File: config.mk
export PLATFORM = sky130hd
export DESIGN_NAME = shift_add_mult_ctrl
export DESIGN_NICKNAME = d
export VERILOG_FILES = /design/src/rtl/shift_add_mult_ctrl.sv
export SDC_FILE = /design/constraint.sdc
export NUM_CORES = 1
export LEC_CHECK = 0
export CORE_ASPECT_RATIO = 1.25
export CORE_MARGIN = 8
export CORE_UTILIZATION = 40
export CTS_BUF_LIST = sky130_fd_sc_hd__clkbuf_8
export CTS_CLUSTER_DIAMETER = 50
export CTS_CLUSTER_SIZE = 8
export DETAILED_ROUTE_END_ITERATION = 16
export GPL_TIMING_DRIVEN = 1
export HOLD_SLACK_MARGIN = 0.15
export SLEW_MARGIN = 15
export SYNTH_ARGS = -nofsm -noshare
export SYNTH_HDL_FRONTEND = slang
export SYNTH_SLANG_ARGS = --single-unit
File: constraint.sdc
create_clock -name clk -period 7.4 [get_ports clk]
set_clock_uncertainty 0.1 [all_clocks]
set_input_delay 1.48 -clock clk [delete_from_list [all_inputs] [get_ports clk]]
set_output_delay 1.48 -clock clk [all_outputs]
set_load 0.02 [all_outputs]
File: src/rtl/shift_add_mult_ctrl.sv
// Sequential 16x16 unsigned shift-add multiplier with valid/ready handshakes.
// A single 16-bit two-level carry-lookahead adder is reused on every step.
module shift_add_mult_ctrl #(
    parameter bit SKIP_ZERO = 1'b1
) (
    input  logic        clk,
    input  logic        rst,
    input  logic        in_valid,
    output logic        in_ready,
    input  logic [15:0] a,
    input  logic [15:0] b,
    output logic        out_valid,
    input  logic        out_ready,
    output logic [31:0] product,
    output logic        busy
);

    typedef enum logic [1:0] {IDLE, SKIP, RUN, DONE} state_t;

    state_t      state_r, state_nxt;
    logic [3:0]  cnt_r, cnt_nxt;
    logic [15:0] acc_hi_r, acc_hi_nxt;
    logic [15:0] acc_lo_r, acc_lo_nxt;
    logic [15:0] mcand_r, mcand_nxt;
    logic [31:0] product_r, product_nxt;
    logic        out_valid_r, out_valid_nxt;
    logic [15:0] addend_s;
    logic [16:0] sum_s;
    logic        accept_s;

    // Two-level CLA: 4-bit groups, group generate/propagate resolved by a second lookahead level.
    function automatic logic [16:0] cla16(input logic [15:0] x, input logic [15:0] y);
        logic [15:0] g;
        logic [15:0] p;
        logic [15:0] c;
        logic [3:0]  gg;
        logic [3:0]  gp;
        logic [4:0]  gc;
        g = x & y;
        p = x ^ y;
        for (int k = 0; k < 4; k++) begin
            gg[k] = g[4*k+3] | (p[4*k+3] & g[4*k+2]) | (p[4*k+3] & p[4*k+2] & g[4*k+1])
                  | (p[4*k+3] & p[4*k+2] & p[4*k+1] & g[4*k]);
            gp[k] = &p[4*k +: 4];
        end
        gc[0] = 1'b0;
        gc[1] = gg[0];
        gc[2] = gg[1] | (gp[1] & gg[0]);
        gc[3] = gg[2] | (gp[2] & gg[1]) | (gp[2] & gp[1] & gg[0]);
        gc[4] = gg[3] | (gp[3] & gg[2]) | (gp[3] & gp[2] & gg[1]) | (gp[3] & gp[2] & gp[1] & gg[0]);
        for (int k = 0; k < 4; k++) begin
            c[4*k] = gc[k];
            for (int i = 1; i < 4; i++) begin
                c[4*k+i] = g[4*k+i-1] | (p[4*k+i-1] & c[4*k+i-1]);
            end
        end
        return {gc[4], p ^ c};
    endfunction

    assign in_ready  = (state_r == IDLE) && !rst;
    assign accept_s  = in_valid && in_ready;
    assign busy      = (state_r == RUN);
    assign out_valid = out_valid_r;
    assign product   = product_r;
    assign addend_s  = acc_lo_r[0] ? mcand_r : 16'h0000;
    assign sum_s     = cla16(acc_hi_r, addend_s);

    // Next-state and datapath update for the controller.
    always_comb begin
        state_nxt     = state_r;
        cnt_nxt       = cnt_r;
        acc_hi_nxt    = acc_hi_r;
        acc_lo_nxt    = acc_lo_r;
        mcand_nxt     = mcand_r;
        product_nxt   = product_r;
        out_valid_nxt = out_valid_r;
        case (state_r)
            IDLE: begin
                if (accept_s) begin
                    mcand_nxt  = a;
                    acc_lo_nxt = b;
                    acc_hi_nxt = 16'h0000;
                    cnt_nxt    = 4'd0;
                    if (SKIP_ZERO && ((a == 16'h0000) || (b == 16'h0000))) begin
                        product_nxt = 32'h0000_0000;
                        state_nxt   = SKIP;
                    end else begin
                        state_nxt = RUN;
                    end
                end else begin
                    state_nxt = IDLE;
                end
            end
            SKIP: begin
                state_nxt     = DONE;
                out_valid_nxt = 1'b1;
            end
            RUN: begin
                // The carry out of the adder shifts into bit 31, so no overflow is lost.
                {acc_hi_nxt, acc_lo_nxt} = {sum_s, acc_lo_r[15:1]};
                cnt_nxt = cnt_r + 4'd1;
                if (cnt_r == 4'd15) begin
                    product_nxt   = {sum_s, acc_lo_r[15:1]};
                    out_valid_nxt = 1'b1;
                    state_nxt     = DONE;
                end else begin
                    state_nxt = RUN;
                end
            end
            DONE: begin
                if (out_ready) begin
                    out_valid_nxt = 1'b0;
                    state_nxt     = IDLE;
                end else begin
                    state_nxt = DONE;
                end
            end
            default: begin
                state_nxt     = IDLE;
                out_valid_nxt = 1'b0;
            end
        endcase
    end

    // Controller and datapath registers.
    always_ff @(posedge clk or posedge rst) begin
        if (rst) begin
            state_r     <= IDLE;
            cnt_r       <= 4'd0;
            acc_hi_r    <= 16'h0000;
            acc_lo_r    <= 16'h0000;
            mcand_r     <= 16'h0000;
            product_r   <= 32'h0000_0000;
            out_valid_r <= 1'b0;
        end else begin
            state_r     <= state_nxt;
            cnt_r       <= cnt_nxt;
            acc_hi_r    <= acc_hi_nxt;
            acc_lo_r    <= acc_lo_nxt;
            mcand_r     <= mcand_nxt;
            product_r   <= product_nxt;
            out_valid_r <= out_valid_nxt;
        end
    end

endmodule

==> results of run 1 <==
[routing by layer]
metal  part of all wire  global-route usage
met1               0.44               0.169
met2               0.50               0.251
met3              0.047              0.0391
met4              0.013              0.0406
met5                  0                   0
[cell usage after synthesis, drive strengths merged (3+ instances only)]
library cell	instances	area share
xor2	3	0.0058
inv	28	0.023
buf	11	0.018
nand3	4	0.0045
a21o	15	0.025
ha	17	0.047
fa	11	0.049
nand2	100	0.083
nor4	8	0.011
mux2	27	0.088
dfrtp	87	0.48
clkbuf	9	0.0075
a31oi	12	0.017
and2	26	0.036
nor2	28	0.025
and4	3	0.0058
a21oi	10	0.014
mux2i	8	0.018
o21ai	19	0.021
[kinds of logic (layout without fill, tap and decap cells)]
kind of cell / count (synthesis) / count (layout) / synth area share
xor+xnor: 5 / 5 / 0.00974
fa+ha+maj: 28 / 28 / 0.0963
compound gates: 59 / 59 / 0.0821
simple gates: 174 / 174 / 0.174
mux: 35 / 35 / 0.105
buf+inv: 48 / 119 / 0.0487
flops: 87 / 87 / 0.484
[flip-flops by register name (all words and copies together) (netlist names)]
name,cells
acc_hi_r,16
acc_lo_r,16
cnt_r,4
mcand_r,16
out_valid,1
product,32
state_r,2
[tightest hold or removal path, stage by stage, from the launching register on]
cell and delay [ns]:
dfrtp_1 0.35, nand2_1 0.05, nand2_1 0.06
[path summary, 6_finish.rpt]
kind	cells after the start	to	from	slack (ns)
min	2	mcand_r[1]	mcand_r[1]	0.38
min reg2reg	2	mcand_r[1]	mcand_r[1]	0.38
max reg2reg	12	product[29]	acc_lo_r[0]	3.55
max in group asynchronous	3	product[25]	rst	4.68
max	3	in_ready	rst	3.00
min in group asynchronous	2	product[11]	rst	1.37
[final cells by class]
type                            instances  area [sq um]  area share
Clock buffer                           11           151      0.0276
Clock inverter                          5          32.5     0.00594
Inverter                               28           106      0.0194
Multi-Input combinational cell        301          2100       0.384
Sequential cell                        87          2180       0.397
Tap cell                              135           169      0.0308
Timing Repair Buffer                   75           738       0.135
[placed cells by master (no fill, tap or decap), types with 2 or more instances in the layout]
master,n
nand2_1,99
dfrtp_1,87
clkdlybuf4s50_1,70
inv_1,27
nor2_1,27
and2_1,25
mux2_4,24
o21ai_0,19
ha_1,17
a21o_1,15
a31oi_1,12
fa_1,11
clkbuf_8,11
a21oi_1,9
mux2i_1,8
nor4_1,8
buf_4,5
nand3_1,4
xor2_1,3
and4_1,3
clkinv_2,3
mux2_2,3
clkinvlp_4,3
xnor2_1,2
nand4_1,2
[power by group]
part / internal, W / total [W] / switching [W]
sequential: 0.000698 / 0.000858 / 0.000160
combinational: 0.000585 / 0.00121 / 0.000620
clock: 0.000139 / 0.000309 / 0.000170
[metrics by stage]
step	worst slack (ns)	utilization	cell area, sq um	total power [W]	cells
after floorplan	3.57	-	4500	0.00169	436
after global placement	3.03	0.480	5290	0.00205	626
after detailed placement	3.01	0.480	5290	0.00209	626
after CTS	3.01	0.496	5480	0.00241	642
after global routing	2.93	0.497	5480	0.00260	642
final	3.00	0.497	5480	0.00237	642
==> metrics, run 1 <==
element type at the critical path end output port; Main synth FF type dfrtp_1; CTS H-tree lvls 3; Cell variety after synth 32; vias per std cell ~5; Clock Latency Late Sink between 0.3 and 0.4 ns; max-slew violation count 0; n_diodes 0; Area growth syn-to-layout 21.8%; CTS Buffer Depth 2; fin crit period 4.40 ns; die width between 100 and 150 um; Nets 566; I/O Buffers 70; syn_nets 500; hold_ws roughly 0.38 ns; gr ovfl total 0; GRT Util Overall 0.144; TritonCTS Buffers 9; DRT Pass-1 Iters 4; full die area 0.0149 sq mm; Syn Area/Cell a little over 10 sq um; Max FO, Critical Path 3; DIE HEIGHT between 100 and 150 um; CP Data Required Time 5.82 ns; clock sink count 87; Final Hold Fails 0; Top delay family on crit path buffers and inverters; status complete, no violations; Max Clk Rate 0.227 GHz; fin crit share 0.595; Slew @ Worst Pin 0.982 ns; post-DP HPWL approximately 7500 um; GP Congestion just under 0.8; # DRC 0; number of max-cap violations 0; DR vias around 3300; Peak supply drop between 0.0002 and 0.00025 V; CTS tree done; share of cells above drive strength 1 0.105; CP bufs+invs 2; Initial DRC Count 160; worst-path cell chain clkdlybuf4s50_1, nor3_2, clkdlybuf4s50_1; core area 0.0110 sq mm; Crit-path slowest cell clkdlybuf4s50_1; synthesized area between 0.004 and 0.005 sq mm; setup TNS 0 ns; IO Count slightly above 70; Rows 43; crit path DAT ~2.8 ns; initial antenna violation count 0; Slew headroom 0.344; Antenna Violating Nets Remaining 0; Worst-path clk slew approximately 0.08 ns; YS warnings 0; Setup Buffers After CTS 0; asr flop ratio synth 1.00; critical path startpoint category primary input; RSZ-0062 raised after global routing false; vias in the first global route 3611; Static Leak about 2.7 nW; Top cell by count, worst path clkdlybuf4s50_1; synthesized instance count between 400 and 500; post-cts gate resize count 0; Initial Util 0.408; final setup fails 0; slowest stage delay, CP around 0.66 ns; Post-CTS Hold Buffers 0; largest net degree at the start of global routing 65; hold crit path type reg -> reg; WL final 10400 um; # fillers about 1000; Seq/Total Area, Yosys 0.484; number of flops mapped to enable cells by yosys 0; DR WL/cell between 15 and 20 um; FF+latch count, synth a little under 90; cell area power density approximately 430 mW/mm^2; first-pass GRT wire length ~18000 um; critical path class in -> out; root buffer cell clkbuf_8
No activity file was read; power rests on OpenSTA's default activity.
==> run 2: changes to the inputs <==
Clock period 7.4 ns to 4.5 ns, I/O delays scaled along.
==> metrics, run 2 (synthesis gave the netlist of run 1 again) <==
met2 wire length 4830 um (-7.1%); Top cell by count, worst path fa_1; Initial DRC Count 138 (-14%); # fillers 1012 (-2.9%); first-pass GRT wire length 17400 um (-1.4%); Worst Hold Endpoint mcand_r[14]; reg2reg end product[29]; core area 0.0110 sq mm (unchanged); Sw Share 0.393 (-0.00673); die width 111 um (unchanged); Rows 43 (unchanged); Static Leak 2.73 nW (+0.81%); DIE HEIGHT 135 um (unchanged); setup TNS 0 ns (unchanged); TritonCTS Buffers 9 (unchanged); Antenna Violating Nets Remaining 0 (unchanged); register-to-register setup slack 0.75 ns (-2.80 ns); sw power 0.00153 W (+62%); critical path startpoint category flop; post-cts gate resize count 0 (unchanged); CTS tree done; hold path startpoint mcand_r[14]; root buffer cell clkbuf_8; element type at the critical path end flop; Peak supply drop 0.000358 V (+53%); hold path cells 2 (unchanged); most frequent cells in the layout nand2_1 (100), dfrtp_1 (87), clkdlybuf4s50_1 (70); CP bufs+invs 1 (-1); number of max-cap violations 0 (unchanged); Top delay family on crit path adder cells; placed inst area 0.00530 sq mm (+0.14%); DR vias 3251 (-0.25%); Area growth syn-to-layout 22.1%; IO Count 71 (unchanged); Storage cell area 0.00218 sq mm (unchanged); Int Pwr 0.00237 W (+66%); Crit-path slowest cell dfrtp_1; critical path class reg -> reg; # DRC 0 (unchanged); worst-path cell chain and2_1, ha_1, nand2_1, o21ai_0, a22o_1, nor2_1, fa_1, fa_1, inv_1, fa_1, and2_1, mux2_2; Clk network pwr share 0.136 (+0.006); Clock Latency Late Sink 0.37 ns (+0.02 ns); post-route cell area 0.00549 sq mm (+0.27%); CP Data Required Time 4.66 ns (-1.16 ns); DRT Pass-1 Iters 4 (unchanged); Max Used Layer met4; crit path DAT 3.91 ns (+1.09 ns); WL final 10200 um (-2.3%); gr ovfl total 0 (unchanged); status complete, no violations; post-place setup slack 0.715 ns (-2.30 ns); Worst-path clk slew 0.08 ns (about the same); Slew @ Worst Pin 1.07 ns (+0.0877 ns); Setup Buffers After CTS 0 (unchanged); Reg power frac 0.359 (-0.003); CTS Buffer Depth 2 (unchanged); n_diodes 0 (unchanged); fin util 0.498 (+0.00136); clock sink count 87 (unchanged); GP Congestion 0.841 (+7.1%); initial antenna violation count 0 (unchanged); Post-CTS Hold Buffers 0 (unchanged); share of cells above drive strength 1 0.104 (-0.000206); I/O Buffers 70 (unchanged); post-DP HPWL 7340 um (-1.6%); vias per std cell 5.06 (-0.40%); vias in the first global route 3495 (-3.2%); M1 WL 4560 um (-0.46%); RSZ-0062 raised after global routing false; R2R cell count 12 (unchanged); slowest stage delay, CP 0.56 ns (-0.10 ns); Max FO, Critical Path 17 (+14); Final Hold Fails 0 (unchanged); CTS H-tree lvls 3 (unchanged); DR WL met3 637 um (+29%); largest net degree at the start of global routing 56 (-14%); most common cell after layout, fill and taps aside nand2_1; Nets 567 (+0.18%); cell area power density 710 mW/mm^2 (+64%); Reg-to-Reg Start acc_lo_r[0]; Combinational Power Share 0.505 (-0.003); max-slew violation count 0 (unchanged); Max Clk Rate 0.266 GHz; final setup fails 0 (unchanged); hold_ws 0.385 ns (+0.00486 ns); full die area 0.0149 sq mm (unchanged); GRT Util Overall 0.144 (+0.000327); hold crit path type reg -> reg; fin crit share 0.834; Slew headroom 0.285 (-0.0587); area of the multi-input gates 0.00210 sq mm (-0.12%); DR WL/cell 15.8 um (-2.4%); Initial Util 0.408 (unchanged); fin crit period 3.75 ns; number of flip-flops in the largest register 32 (unchanged); Final WS setup 0.746 ns (-2.25 ns)
==> run 2: changes by cell type in the layout (fill, tap and decap cells not counted) <==
cell        previous run  this run
buf_4                  5         6
clkbuf_8              11        13
clkinv_2               3         4
clkinvlp_4             3         0
nand2_1               99       100
nand2_2                1         0
==> run 2: power groups by stage <==
stage / clock network, W / registers, W / logic (W)
finish: 0.000530 / 0.00140 / 0.00197
global placement: 0 / 0.00142 / 0.00196
detailed placement: 0 / 0.00142 / 0.00201
global route: 0.000588 / 0.00145 / 0.00226
CTS: 0.000549 / 0.00141 / 0.00202
floorplan: 0 / 0.00149 / 0.00129
==> run 2: stage by stage <==
stage,total power (W),std cells
after floorplan,0.00278,436
after global placement,0.00338,627
after detailed placement,0.00342,627
after CTS,0.00397,643
after global routing,0.00430,643
final,0.00390,643
==> run 2: layout make-up <==
class                      instances  area share
clock buffer                      13      0.0326
inverter                          28      0.0194
multi-input combinational        301       0.382
timing repair buffer              76       0.136
clock inverter                     3     0.00273
tap                              135      0.0308
sequential                        87       0.396
==> run 2: worst max path at each step <==
stage                startpoint     endpoint  slack [ns]  cells after the start
global route        acc_lo_r[0]  product[29]        0.51                     12
global placement    acc_lo_r[0]  product[29]        0.82                     12
detailed placement  acc_lo_r[0]  product[29]        0.71                     12
CTS                 acc_lo_r[0]  product[29]        0.70                     12
finish              acc_lo_r[0]  product[29]        0.75                     12
floorplan           acc_lo_r[0]  product[29]        1.08                     13
==> run 2: layer usage <==
| metal | global-route usage | vias up |
|---|---|---|
| li1 | - | 1572 |
| met1 | 0.177 | 1589 |
| met2 | 0.234 | 80 |
| met3 | 0.0453 | 10 |
| met4 | 0.0497 | 0 |
| met5 | 0 | - |
==> run 2: tightest hold or removal path: cells and delay by family, from the launching register on <==
family	cells	cell delay [ns]
AND/OR/NAND/NOR	2	0.10
flip-flops	1	0.35
